[config.mk]
export PLATFORM = sky130hd
export DESIGN_NAME = bin_to_seg_digits
export DESIGN_NICKNAME = d
export VERILOG_FILES = /design/src/rtl/bin_to_seg_digits.sv
export SDC_FILE = /design/constraint.sdc
export NUM_CORES = 1
export LEC_CHECK = 0
export BUFFER_PORTS_ARGS = -buffer_cell sky130_fd_sc_hd__buf_2
export CORE_MARGIN = 2
export CORE_UTILIZATION = 48
export CTS_BUF_LIST = sky130_fd_sc_hd__clkbuf_2
export DETAILED_ROUTE_END_ITERATION = 6
export PLACE_DENSITY = 0.68
export RECOVER_POWER = 100
export SETUP_SLACK_MARGIN = 0.05
export SLEW_MARGIN = 40
export SYNTH_ARGS = -nofsm -noshare
export SYNTH_HDL_FRONTEND = slang
export SYNTH_SLANG_ARGS = --single-unit
[constraint.sdc]
create_clock -name clk -period 3.9 [get_ports clk]
set_clock_uncertainty 0.15 [all_clocks]
set_input_delay 1.17 -clock clk [delete_from_list [all_inputs] [get_ports clk]]
set_output_delay 1.17 -clock clk [all_outputs]
set_load 0.1 [all_outputs]
[src/rtl/bin_to_seg_digits.sv]
// Iterative double-dabble converter: 8-bit binary to three registered active-low
// 7-segment digit patterns (hundreds, tens, ones) with start/busy/done handshake.
module bin_to_seg_digits #(
  parameter int BLANK_LZ = 1
) (
  input  logic       clk,
  input  logic       rst,
  input  logic       start,
  input  logic [7:0] value,
  input  logic [2:0] dp_mask,
  output logic       busy,
  output logic       done,
  output logic [7:0] seg0,
  output logic [7:0] seg1,
  output logic [7:0] seg2
);

  typedef enum logic [1:0] {IDLE, SHIFT, ENCODE} state_t;

  state_t      state;
  logic [7:0]  operand;
  logic [2:0]  dp_q;
  logic [11:0] bcd;
  logic [2:0]  cnt;
  logic [11:0] bcd_adj;
  logic        blank2;
  logic        blank1;

  function automatic logic [7:0] digit_code(input logic [3:0] d);
    logic [7:0] c;
    case (d)
      4'd0:    c = 8'hC0;
      4'd1:    c = 8'hF9;
      4'd2:    c = 8'hA4;
      4'd3:    c = 8'hB0;
      4'd4:    c = 8'h99;
      4'd5:    c = 8'h92;
      4'd6:    c = 8'h82;
      4'd7:    c = 8'hF8;
      4'd8:    c = 8'h80;
      4'd9:    c = 8'h90;
      default: c = 8'hFF;
    endcase
    return c;
  endfunction

  // Decimal point is applied after blanking so a blank digit can still show its dp.
  function automatic logic [7:0] encode_digit(input logic [3:0] d, input logic blank,
                                              input logic dp);
    logic [7:0] s;
    s = blank ? 8'hFF : digit_code(d);
    if (dp) s[7] = 1'b0;
    return s;
  endfunction

  function automatic logic [3:0] add3(input logic [3:0] n);
    return (n >= 4'd5) ? n + 4'd3 : n;
  endfunction

  always_comb begin
    bcd_adj = {add3(bcd[11:8]), add3(bcd[7:4]), add3(bcd[3:0])};
    blank2  = (BLANK_LZ != 0) && (bcd[11:8] == 4'd0);
    blank1  = (BLANK_LZ != 0) && (bcd[11:8] == 4'd0) && (bcd[7:4] == 4'd0);
  end

  always_ff @(posedge clk) begin
    if (rst) begin
      state <= IDLE;
      busy  <= 1'b0;
      done  <= 1'b0;
      bcd   <= '0;
      cnt   <= '0;
      seg0  <= 8'hFF;
      seg1  <= 8'hFF;
      seg2  <= 8'hFF;
    end else begin
      done <= 1'b0;
      case (state)
        IDLE: begin
          if (start) begin
            operand <= value;
            dp_q    <= dp_mask;
            bcd     <= '0;
            cnt     <= '0;
            busy    <= 1'b1;
            state   <= SHIFT;
          end
        end
        SHIFT: begin
          {bcd, operand} <= {bcd_adj[10:0], operand, 1'b0};
          cnt            <= cnt + 3'd1;
          if (cnt == 3'd7) state <= ENCODE;
        end
        ENCODE: begin
          seg2  <= encode_digit(bcd[11:8], blank2, dp_q[2]);
          seg1  <= encode_digit(bcd[7:4], blank1, dp_q[1]);
          seg0  <= encode_digit(bcd[3:0], 1'b0, dp_q[0]);
          done  <= 1'b1;
          busy  <= 1'b0;
          state <= IDLE;
        end
        default: state <= IDLE;
      endcase
    end
  end

endmodule

# Yosys cells after proc, flatten, opt, wreduce, memory -nomap -nowiden
# Memory sizes are Yosys's and may differ from the RTL's. A register that Yosys moved wholly into a read port is not among the register bits.
# Cells that the tools add are included.
# W data, S select, Z words.
word_totals:
  mem_count: 3
  output_inout_bits: 26
  inputBits: 14
  reg_bits: 54
  romBits: 336
  word_cells: 61
mem_list:
  columns: ["memory", "depth", "word_bits", "read_ports", "rd_ports_with_merged_regs", "write_ports", "line", "source"]
  rows:
  - ["(name not given)", 16, 7, 1, 1, 0, "31", "case (d)"]
  - ["(name not given)", 16, 7, 1, 1, 0, "31", null]
  - ["(name not given)", 16, 7, 1, 1, 0, "31", null]
classes:
  muxes: 24
  eq_ne: 5
  bitwise_logic: 1
  n_addsub: 4
  reduce_logical: 11
  order_cmp: 3
op_table:
  columns: ["cell", "n"]
  rows:
  - ["$mux W4", 6]
  - ["$mux W8", 3]
  - ["$pmux W12 S2", 1]
  - ["$pmux W8 S2", 1]
  - ["$ge A4 B3 Y1 const B", 3]
  - ["$mux W12", 1]
  - ["$add A4 B2 Y4 const B", 2]
  - ["$logic_not A4 Y1", 2]
  - ["$mux W3", 2]
  - ["$pmux W3 S2", 1]
  - ["$reduce_and A2 Y1", 3]
  - ["$reduce_and A3 Y1", 2]
  - ["$mux W1", 5]
  - ["$mux W2", 2]
  - ["$ne A2 B2 Y1 const B", 2]
  - ["$pmux W2 S2", 1]
  - ["$reduce_bool A2 Y1", 2]
  - ["$add A3 B1 Y3 const B", 1]
  - ["$add A3 B2 Y3 const B", 1]
  - ["$eq A3 B3 Y1 const B", 1]
  - ["$eq A2 B1 Y1 const B", 1]
  - ["$eq A2 B2 Y1 const B", 1]
  - ["$logic_not A2 Y1", 1]
  - ["$pmux W1 S2", 1]
  - ["other kinds (2)", 2]

# Depth between registers and ports, before layout
logic_depth:
  word_depth: 5
  depth_mapped: 11

# Least setup slack after synthesis
# No wires, ideal clock.
synth_timing:
  path_kind: "input-to-reg"
  start: "input port rst"
  end: "register with a tool-made name"
  setup_ns: 0.115
  arrival_ns: 2.830
  setup_slack_ns: 0.806
  n_path_buf: 2
  cell_stages: 7
  path_cell_list: "buf_2 or3b_1 buf_6 o21a_1 ha_1 o32a_1 o21a_1"
synth_rtl:
  columns: ["item", "line", "source"]
  rows:
  - ["start, declared", "7", "input logic rst,"]

==> reports/results.txt <==
worst hold path class: register to register
Synth Register Bits: 68
Multi-input gate area: 1590 sq um
crit path DAT: 3.58 ns
Peak VDD IR: 0.165 mV
H-Tree Depth: 3
Ys Warns: 0
Synth Flop Type: dfxtp_1
Post-Synth XOR/XNOR Area: 0.545%
GPL Wtd Cong: 0.860
Seq pwr share: 63.9%
Post-Route Setup TNS: 0 ns
DR iter-0 viols: 168
sw power: 314 uW
Seq. cell area: 1470 sq um
count of final hold-check violations: 0
Synth Area in Compound Gates: 22.3%
initial core utilization: 50.0%
Via-to-Cell Ratio: 5.50
die area: 7360 sq um
Worst Path Max Fanout: 25
Routed WL: 6530 microns
CTS tree: done
Async SR Flop Fraction: 0%
Pleak: 1.46 nW
Worst-path clk slew: 0.19 ns
Post-Syn Instances: 336
die width: 85.8 microns
Int Pwr: 844 uW
Post-CTS Hold Buffers: 0
std cell rows: 29
final-stage net count: 411
unrepaired setup endpoints after global routing: false
number of fill cells in the layout: 608
Clock power frac: 28.8%
required time of the worst setup path: 4.16 ns
Longest Clk Path Bufs: 2
HPWL after detailed placement: 4500 microns
Fmax achieved: 302 MHz
status: finished with violations
All-Layer GR Usage: 19.0%
crit share post-route: 85.0%
Synth area leaders: dfxtp_1, edfxtp_1, ha_1
max cap viols: 0
Post-CTS Setup Inserts: 0
per-cell routed wire length: 14.4 microns
Routed Antenna Nets: 0
Post-synth EDFFs: 11
Seq/Total Area, Yosys: 45.8%
Yosys cell types: 59
antenna violations before repair: 0
share of layout cells above drive strength 1: 10.8%
post-synthesis mux area share: 0.935%
syn_nets: 374
PD cells: 331 nW/um^2
mean area per synthesized cell: 9.56 sq um
area share of the largest cell type after synthesis: 35.5%
most frequent cells in the layout: dfxtp_1, nand2_1, clkbuf_1, ha_1, inv_1
I/O pin cnt: 40
Vias: 2503
dpl cells: 439
post-synthesis simple-gate area fraction: 16.2%
total global routing overflow: 0
I/O Buffers: 39
drt drc: 5
Slew @ Worst Pin: 1.18 ns
DRT Pass-1 Iters: 6
Post-CTS Resized: 0
Layout Cells excl Fill: 455
commonest non-fill, non-tap cell in the layout: dfxtp_1
Final Slew Violations: 0
Synth Area in Adders: 9.35%
post-route minimum period: 3.31 ns
first-pass GRT wire length: 11100 microns
clk_lat worst skew: 0.49 ns
Sw Ratio: 27.1%
Root Driver: clkbuf_2
Setup crit end kind: register
area delta synth->final: 8.88%
failing checks: design-rule violations
CP Class: input pin to register
Tot Pwr: 1.16 mW
core area: 6420 sq um
main combinational cell family by area after synthesis: compound AO/OA/AOI/OAI gates
cell taking the most area after synthesis: dfxtp_1
final setup violation count: 0
Chip Height: 85.8 microns
vias in the first global route: 2313
Comb pwr share: 7.3%
ANT cells: 0
Synth Cell Area: 3210 sq um
largest net degree at the start of global routing: 26
CTS buffer count: 9
# clock sinks: 68
CP Launch Type: input pin
Slew HR: 21.8%
==> cell usage after synthesis (all sizes together) (2+ instances only) <==
master / count
nand3: 5
o21bai: 3
o21a: 2
o22ai: 16
a22o: 4
dfxtp: 57
o211ai: 5
a211oi: 7
mux2i: 3
ha: 24
buf: 8
nor2b: 3
nand2b: 8
inv: 19
nor4bb: 2
clkbuf: 11
a2111oi: 4
o31a: 2
a21o: 3
edfxtp: 11
nor3b: 3
a21oi: 10
a221oi: 3
nor2: 17
o21ai: 14
o31ai: 3
a32o: 2
and2: 4
nor3: 6
xnor2: 2
o311ai: 3
nand2: 52
and3: 4
==> worst max-delay path, cell delays in order <==
cell	delay (ns)
buf_2	0.11
clkbuf_1	0.84
inv_1	0.14
clkbuf_1	0.49
nand3_1	0.31
o31ai_4	0.14
o32a_1	0.20
o21a_1	0.17
==> logic make-up (layout without fill, tap and decap cells) <==
family,after synthesis,in the layout
DFF,68,68
and+or+nand+nor,109,109
muxes,3,3
AOI/OAI and AO/OA,92,92
buffers and inverters,38,80
adders and majority gates,24,24
xor gates and xnor gates,2,2
==> power groups by stage <==
stage          combinational (mW)  sequential (mW)  clock (mW)
3_3_place_gp               0.0851            0.754           0
2_1_floorplan              0.0600            0.758           0
5_1_grt                    0.0972            0.742       0.378
6_report                   0.0848            0.740       0.333
4_1_cts                    0.0882            0.740       0.344
3_5_place_dp               0.0876            0.754           0
==> worst paths after layout <==
kind	depth (start not counted)	from	to	slack, ns
setup / recovery	8	rst	register	0.59
hold / removal	2	register	seg1[4]	0.32
setup reg to reg	9	bcd[5]	register	0.88
hold reg to reg	2	register	seg1[4]	0.32
==> metrics by stage <==
stage	utilization, %	hold WS (ns)	setup slack, ns	instance area, sq um
floorplan	-	0.268	0.806	3210
global placement	53.9	0.271	0.575	3460
detailed placement	53.9	0.277	0.487	3460
CTS	55.2	0.317	0.915	3540
global route	54.5	0.332	0.397	3500
finish	54.5	0.316	0.586	3500
==> cell type report <==
type	count	area share (%)
clock inverter	5	0.751
timing repair buffer	45	5.51
inverter	19	2.04
sequential	68	42.1
multi-input combinational	230	45.3
clock buffer	11	1.57
tap	77	2.75
==> metal layers <==
layer,vias up,track usage (%),wire (microns)
li1,1283,-,-
met1,1147,26.3,3180
met2,69,28.1,2960
met3,4,4.72,335
met4,0,8.66,49
met5,-,0,0
(Power assumes the default switching activity.)
